File: src/rtl/ucsbece154b_icache_pkg.sv
// Shared types and constants for the direct-mapped instruction cache.
package ucsbece154b_icache_pkg;

  typedef enum logic [1:0] {
    StIdle,
    StReq,
    StFill,
    StWrite
  } icacheState_e;

  // Instruction presented whenever the cache cannot supply a valid fetch.
  localparam logic [31:0] NOP = 32'h00000013;

  // Tag width left over after byte, word-offset and index bits are removed.
  function automatic int unsigned tagWidth(int unsigned numSets, int unsigned blockWords);
    return 32 - 2 - $clog2(blockWords) - $clog2(numSets);
  endfunction

endpackage

File: src/rtl/ucsbece154b_icache_array.sv
// Valid/tag/data storage: combinational read by index, whole-line write port.
module ucsbece154b_icache_array
  import ucsbece154b_icache_pkg::*;
#(
  parameter int unsigned NUM_SETS    = 8,
  parameter int unsigned BLOCK_WORDS = 4,
  localparam int unsigned IDX_W      = $clog2(NUM_SETS),
  localparam int unsigned TAG_W      = tagWidth(NUM_SETS, BLOCK_WORDS),
  localparam int unsigned LINE_W     = BLOCK_WORDS * 32
) (
  input  logic              clk,
  input  logic              reset,
  input  logic [IDX_W-1:0]  rdIndex,
  output logic              rdValid,
  output logic [TAG_W-1:0]  rdTag,
  output logic [LINE_W-1:0] rdData,
  input  logic              wrEn,
  input  logic [IDX_W-1:0]  wrIndex,
  input  logic [TAG_W-1:0]  wrTag,
  input  logic [LINE_W-1:0] wrData
);

  logic [NUM_SETS-1:0] valid_q;
  logic [TAG_W-1:0]    tag_q  [NUM_SETS];
  logic [LINE_W-1:0]   data_q [NUM_SETS];

  // Valid bits: cleared on reset, set when a line is committed.
  always_ff @(posedge clk) begin
    if (!reset) begin
      valid_q <= '0;
    end else if (wrEn) begin
      valid_q[wrIndex] <= 1'b1;
    end
  end

  // Tag and data arrays are not reset; a commit overwrites the set unconditionally.
  always_ff @(posedge clk) begin
    if (reset && wrEn) begin
      tag_q[wrIndex]  <= wrTag;
      data_q[wrIndex] <= wrData;
    end
  end

  assign rdValid = valid_q[rdIndex];
  assign rdTag   = tag_q[rdIndex];
  assign rdData  = data_q[rdIndex];

endmodule

File: src/rtl/ucsbece154b_icache.sv
// Direct-mapped read-only instruction cache with burst line fill on miss.
module ucsbece154b_icache
  import ucsbece154b_icache_pkg::*;
#(
  parameter int unsigned NUM_SETS    = 8,
  parameter int unsigned BLOCK_WORDS = 4
) (
  input  logic        clk,
  input  logic        reset,
  input  logic [31:0] PCF_i,
  input  logic        ReadEnable_i,
  output logic [31:0] InstrF_o,
  output logic        Ready_o,
  output logic [31:0] MemReadAddress_o,
  output logic        MemReadRequest_o,
  input  logic        MemDataReady_i,
  input  logic [31:0] MemDataIn_i
);

  localparam int unsigned OFS_W   = $clog2(BLOCK_WORDS);
  localparam int unsigned IDX_W   = $clog2(NUM_SETS);
  localparam int unsigned TAG_W   = tagWidth(NUM_SETS, BLOCK_WORDS);
  localparam int unsigned LINE_W  = BLOCK_WORDS * 32;
  localparam int unsigned IDX_LSB = OFS_W + 2;
  localparam int unsigned TAG_LSB = OFS_W + IDX_W + 2;
  localparam logic [OFS_W-1:0] LAST_WORD = OFS_W'(BLOCK_WORDS - 1);

  icacheState_e      state_q;
  logic [OFS_W-1:0]  count_q;
  logic [LINE_W-1:0] lineBuf_q;

  logic [OFS_W-1:0]  pcOffset;
  logic [IDX_W-1:0]  pcIndex;
  logic [TAG_W-1:0]  pcTag;
  logic [IDX_W-1:0]  fillIndex;
  logic [TAG_W-1:0]  fillTag;
  logic              rdValid;
  logic [TAG_W-1:0]  rdTag;
  logic [LINE_W-1:0] rdData;
  logic              hit;
  logic              unusedPcLow;

  assign pcOffset    = PCF_i[IDX_LSB-1:2];
  assign pcIndex     = PCF_i[TAG_LSB-1:IDX_LSB];
  assign pcTag       = PCF_i[31:TAG_LSB];
  assign unusedPcLow = ^PCF_i[1:0];

  // The fill address register doubles as the latched tag/index of the in-flight miss.
  assign fillIndex = MemReadAddress_o[TAG_LSB-1:IDX_LSB];
  assign fillTag   = MemReadAddress_o[31:TAG_LSB];

  ucsbece154b_icache_array #(
    .NUM_SETS    (NUM_SETS),
    .BLOCK_WORDS (BLOCK_WORDS)
  ) u_array (
    .clk     (clk),
    .reset   (reset),
    .rdIndex (pcIndex),
    .rdValid (rdValid),
    .rdTag   (rdTag),
    .rdData  (rdData),
    .wrEn    (state_q == StWrite),
    .wrIndex (fillIndex),
    .wrTag   (fillTag),
    .wrData  (lineBuf_q)
  );

  // Combinational lookup; held low while reset is asserted.
  always_comb begin
    hit      = reset && (state_q == StIdle) && ReadEnable_i && rdValid && (rdTag == pcTag);
    Ready_o  = hit;
    InstrF_o = hit ? rdData[{pcOffset, 5'b0} +: 32] : NOP;
  end

  // Miss FSM: request, gather words into the line buffer, then commit.
  always_ff @(posedge clk) begin
    if (!reset) begin
      state_q          <= StIdle;
      count_q          <= '0;
      MemReadRequest_o <= 1'b0;
      MemReadAddress_o <= '0;
    end else begin
      case (state_q)
        StIdle: begin
          if (ReadEnable_i && !hit) begin
            state_q          <= StReq;
            MemReadRequest_o <= 1'b1;
            MemReadAddress_o <= {pcTag, pcIndex, {(OFS_W + 2){1'b0}}};
          end
        end
        StReq: begin
          state_q          <= StFill;
          MemReadRequest_o <= 1'b0;
          count_q          <= '0;
        end
        StFill: begin
          if (MemDataReady_i) begin
            lineBuf_q[{count_q, 5'b0} +: 32] <= MemDataIn_i;
            count_q <= count_q + 1'b1;
            if (count_q == LAST_WORD) begin
              state_q <= StWrite;
            end
          end
        end
        StWrite: begin
          state_q <= StIdle;
        end
        default: begin
          state_q <= StIdle;
        end
      endcase
    end
  end

endmodule

File: config.mk
export PLATFORM = sky130hd
export DESIGN_NAME = ucsbece154b_icache
export DESIGN_NICKNAME = d
export VERILOG_FILES = /design/src/rtl/ucsbece154b_icache_pkg.sv /design/src/rtl/ucsbece154b_icache_array.sv /design/src/rtl/ucsbece154b_icache.sv
export SDC_FILE = /design/constraint.sdc
export NUM_CORES = 1
export LEC_CHECK = 0
export CORE_ASPECT_RATIO = 2
export CORE_MARGIN = 1.5
export CORE_UTILIZATION = 40
export DETAILED_ROUTE_END_ITERATION = 7
export DONT_BUFFER_PORTS = 1
export HOLD_SLACK_MARGIN = 0.08
export PLACE_DENSITY = 0.57
export SETUP_SLACK_MARGIN = 0.5
export SLEW_MARGIN = 20
export SYNTH_ARGS = -nofsm -noshare
export SYNTH_HDL_FRONTEND = slang
export SYNTH_SLANG_ARGS = --single-unit
File: constraint.sdc
create_clock -name clk -period 37.4 [get_ports clk]
set_clock_uncertainty 0.05 [all_clocks]
set_input_delay 7.48 -clock clk [delete_from_list [all_inputs] [get_ports clk]]
set_output_delay 7.48 -clock clk [all_outputs]
set_load 0.005 [all_outputs]
==> flow_metrics.tcl <==
set metrics [dict create \
    status "finished, violations left" \
    violations "max-slew violations" \
    synth_cells 2343 \
    ys_types 48 \
    totalWireLength_microns 117000 \
    final_area_sq_mm 0.0594 \
    finalHoldViolations 0 \
    drv_slew 205 \
    drv_cap 0 \
    drtPass1Iterations 5 \
    synth_top_cell_area_share 0.761 \
    dpl_cell_area_sq_mm 0.0553 \
    antenna_found_initial 7 \
    ys_seq_elements 1393 \
    required_ps 29870 \
    htreeDepth 3 \
    clockBufferDepth 3 \
    crit_path_end_kind "output pin" \
    grtUsageTotal 0.176 \
    core_sq_mm 0.132 \
    dieArea_sq_mm 0.136 \
    syn_area_per_cell_sq_um 22.8 \
    post-route-period-util 0.527 \
    clock_sinks 1393 \
    final_nets 2454 \
    fin_crit_ps 19700 \
    die_w_microns 261 \
    max_slew_margin -0.535 \
    hp-class "reg2reg" \
    drt-vias-per-instance 5.52 \
    critPathKind "in2out" \
    layout_setup_ws_ps 17700 \
    dieHeight_microns 520 \
    vias 23200 \
    crit_arrival_ps 12170 \
    fill_cells 11000 \
    initial_core_util 0.403 \
    cts_root_buf "clkbuf_16" \
    antenna_left 0 \
    yosys-top-cells-area "edfxtp_1 76%, mux4_2 15%, mux2i_1 1.9%" \
    cp_max_fo 296 \
    grt_pass1_vias 25700 \
    drtIter0Drc 1769 \
    insertion_delay_ps 740 \
    rsz0062_at_grt "false" \
    setup_viol 0 \
    row_count 189 \
    syn2layout_area_growth_pct 11.2 \
    multi_input_area_sq_mm 0.0114 \
    numCtsBuffers 121 \
    portBuffers 0 \
    ir_drop_mv 0.0487 \
    cts_resized 0 \
    pwr_density_cell_mw_per_mm2 53.3 \
    setup.worst_path.start_class "input pin" \
    drc_errors 0 \
    post_drt_wl_per_cell_microns 27.9 \
    cts_tree "yes" \
    io_pins 134 \
    regArea_sq_mm 0.0414 \
    ys.warnings.count 0 \
    grt_pass1_wl_microns 172000 \
    layout-drive-gt1-share 0.242 \
    dp_hpwl_microns 56800 \
    yosysTopAreaCell "edfxtp_1" \
    hold_buffers 0 \
    fin_tns_setup_ps 0 \
    yosysSeqAreaShare 0.776 \
    clkSlewWorstSetupHoldPaths_ps 70 \
    pre_cts_ws_ps 18880 \
    gp_congestion 0.746 \
    synth_area_sq_mm 0.0534 \
    grt_max_degree 303 \
    power_uw 3170 \
    overflow 0 \
    fmax_mhz 50.8 \
    postCtsSetupRepairBufs 0 \
    p_leak_uw 0.0188 \
    worstMarginPinSlew_ps 2300 \
]
-- through the flow --
stage | hold WS, ps | utilization | cells
3_5_place_dp | 387 | 0.417 | 3971
2_1_floorplan | 371 | - | 2346
3_3_place_gp | 377 | 0.417 | 3971
6_report | 406 | 0.448 | 4204
5_1_grt | 416 | 0.448 | 4202
4_1_cts | 408 | 0.448 | 4196
-- cell type report --
cell class,count,area share
Sequential cell,1393,0.698
Multi-Input combinational cell,822,0.192
Clock buffer,146,0.0534
Tap cell,1719,0.0362
Clock inverter,79,0.0152
Timing Repair Buffer,28,0.00417
Inverter,9,0.000569
Antenna cell,8,0.000337
-- where the power goes --
group / switching (uW) / internal (uW) / total (uW)
registers: 24.8 / 1730 / 1760
clock network: 556 / 722 / 1280
logic: 61.6 / 69.7 / 131
-- worst paths after layout --
kind | startpoint | to | slack, ps | cells after the start
min reg2reg | u_array.valid_q[4] | u_array.valid_q[4] | 410 | 1
max reg2reg | u_array.tag_q[2][5] | MemReadAddress_o[12] | 32830 | 8
max | PCF_i[4] | InstrF_o[1] | 17700 | 8
min | u_array.valid_q[4] | u_array.valid_q[4] | 410 | 1
-- synthesized netlist by cell type (all sizes together) --
cell type	instances
nand3	5
edfxtp	1352
a21o	8
nor3	5
xnor2	5
nor4	4
a22oi	8
and3	7
mux4	362
nand4b	2
xor2	16
o2111ai	1
o211ai	1
nand2	75
buf	63
o21a	1
mux2i	102
o22ai	1
nor2	38
nand2b	4
or3	2
a22o	1
and2	130
inv	9
nor4b	2
a21oi	3
nor2b	4
conb	1
nor3b	3
nand3b	2
a31o	3
clkbuf	59
ha	11
a31oi	2
a211oi	2
and4	2
dfxtp	41
nand4	6
-- cell usage in the layout, fill, tap and decap left out, types with 4 or more instances in the layout --
| cell type | Yosys | final |
|---|---|---|
| mux4_2 | 362 | 362 |
| a21o_1 | 8 | 8 |
| ha_1 | 11 | 11 |
| nor2_1 | 38 | 34 |
| nor3_2 | 0 | 5 |
| inv_1 | 9 | 9 |
| clkbuf_8 | 0 | 5 |
| dfxtp_1 | 41 | 41 |
| buf_4 | 7 | 25 |
| clkbuf_1 | 59 | 20 |
| a22oi_1 | 8 | 8 |
| mux2i_1 | 101 | 101 |
| clkinvlp_4 | 0 | 6 |
| nand2b_1 | 4 | 4 |
| xor2_1 | 16 | 16 |
| xnor2_1 | 5 | 5 |
| conb_1 | 1 | 4 |
| nand4_1 | 6 | 6 |
| bufinv_16 | 0 | 17 |
| nor2_4 | 0 | 4 |
| nand2_1 | 75 | 75 |
| and2_1 | 129 | 129 |
| nor2b_1 | 4 | 4 |
| clkbuf_16 | 0 | 121 |
| clkinv_2 | 0 | 26 |
| diode_2 | 0 | 8 |
| clkinv_1 | 0 | 21 |
| and3_4 | 0 | 4 |
| edfxtp_1 | 1352 | 1352 |
-- cells by family (layout without fill, tap and decap cells) --
| family | count (synthesis) | after routing | share of synthesized area |
|---|---|---|---|
| simple gates | 291 | 291 | 0.0297 |
| mux | 464 | 464 | 0.172 |
| fa+ha+maj | 11 | 11 | 0.00258 |
| compound gates | 31 | 31 | 0.00427 |
| flops | 1393 | 1393 | 0.776 |
| buf+inv | 131 | 262 | 0.0121 |
| xor+xnor | 21 | 21 | 0.00345 |
| other cells | 1 | 12 | 0.0000703 |
-- per-layer routing --
layer / GRT usage / share of wire / vias to the layer above
met3: 0.0293 / 0.054 / 137
met4: 0.0529 / 0.021 / 0
met1: 0.218 / 0.39 / 12700
li1: - / - / 9774
met2: 0.314 / 0.53 / 595
met5: 0 / 0 / -
-- sequential cells by signal, summed over array words and instances (netlist names) --
register / flops
MemReadAddress_o: 28
lineBuf_q: 128
count_q: 2
state_q: 2
u_array.data_q: 1024
MemReadRequest_o: 1
u_array.tag_q: 200
u_array.valid_q: 8
-- worst max-delay path: stages --
cell and delay [ps]:
mux4_2 1230, mux2i_1 340, xor2_1 170, nand2_1 190
nor4_4 360, nand3_2 820, inv_1 410, nand2_1 120
Note: power is estimated with default switching activity, not from simulation.
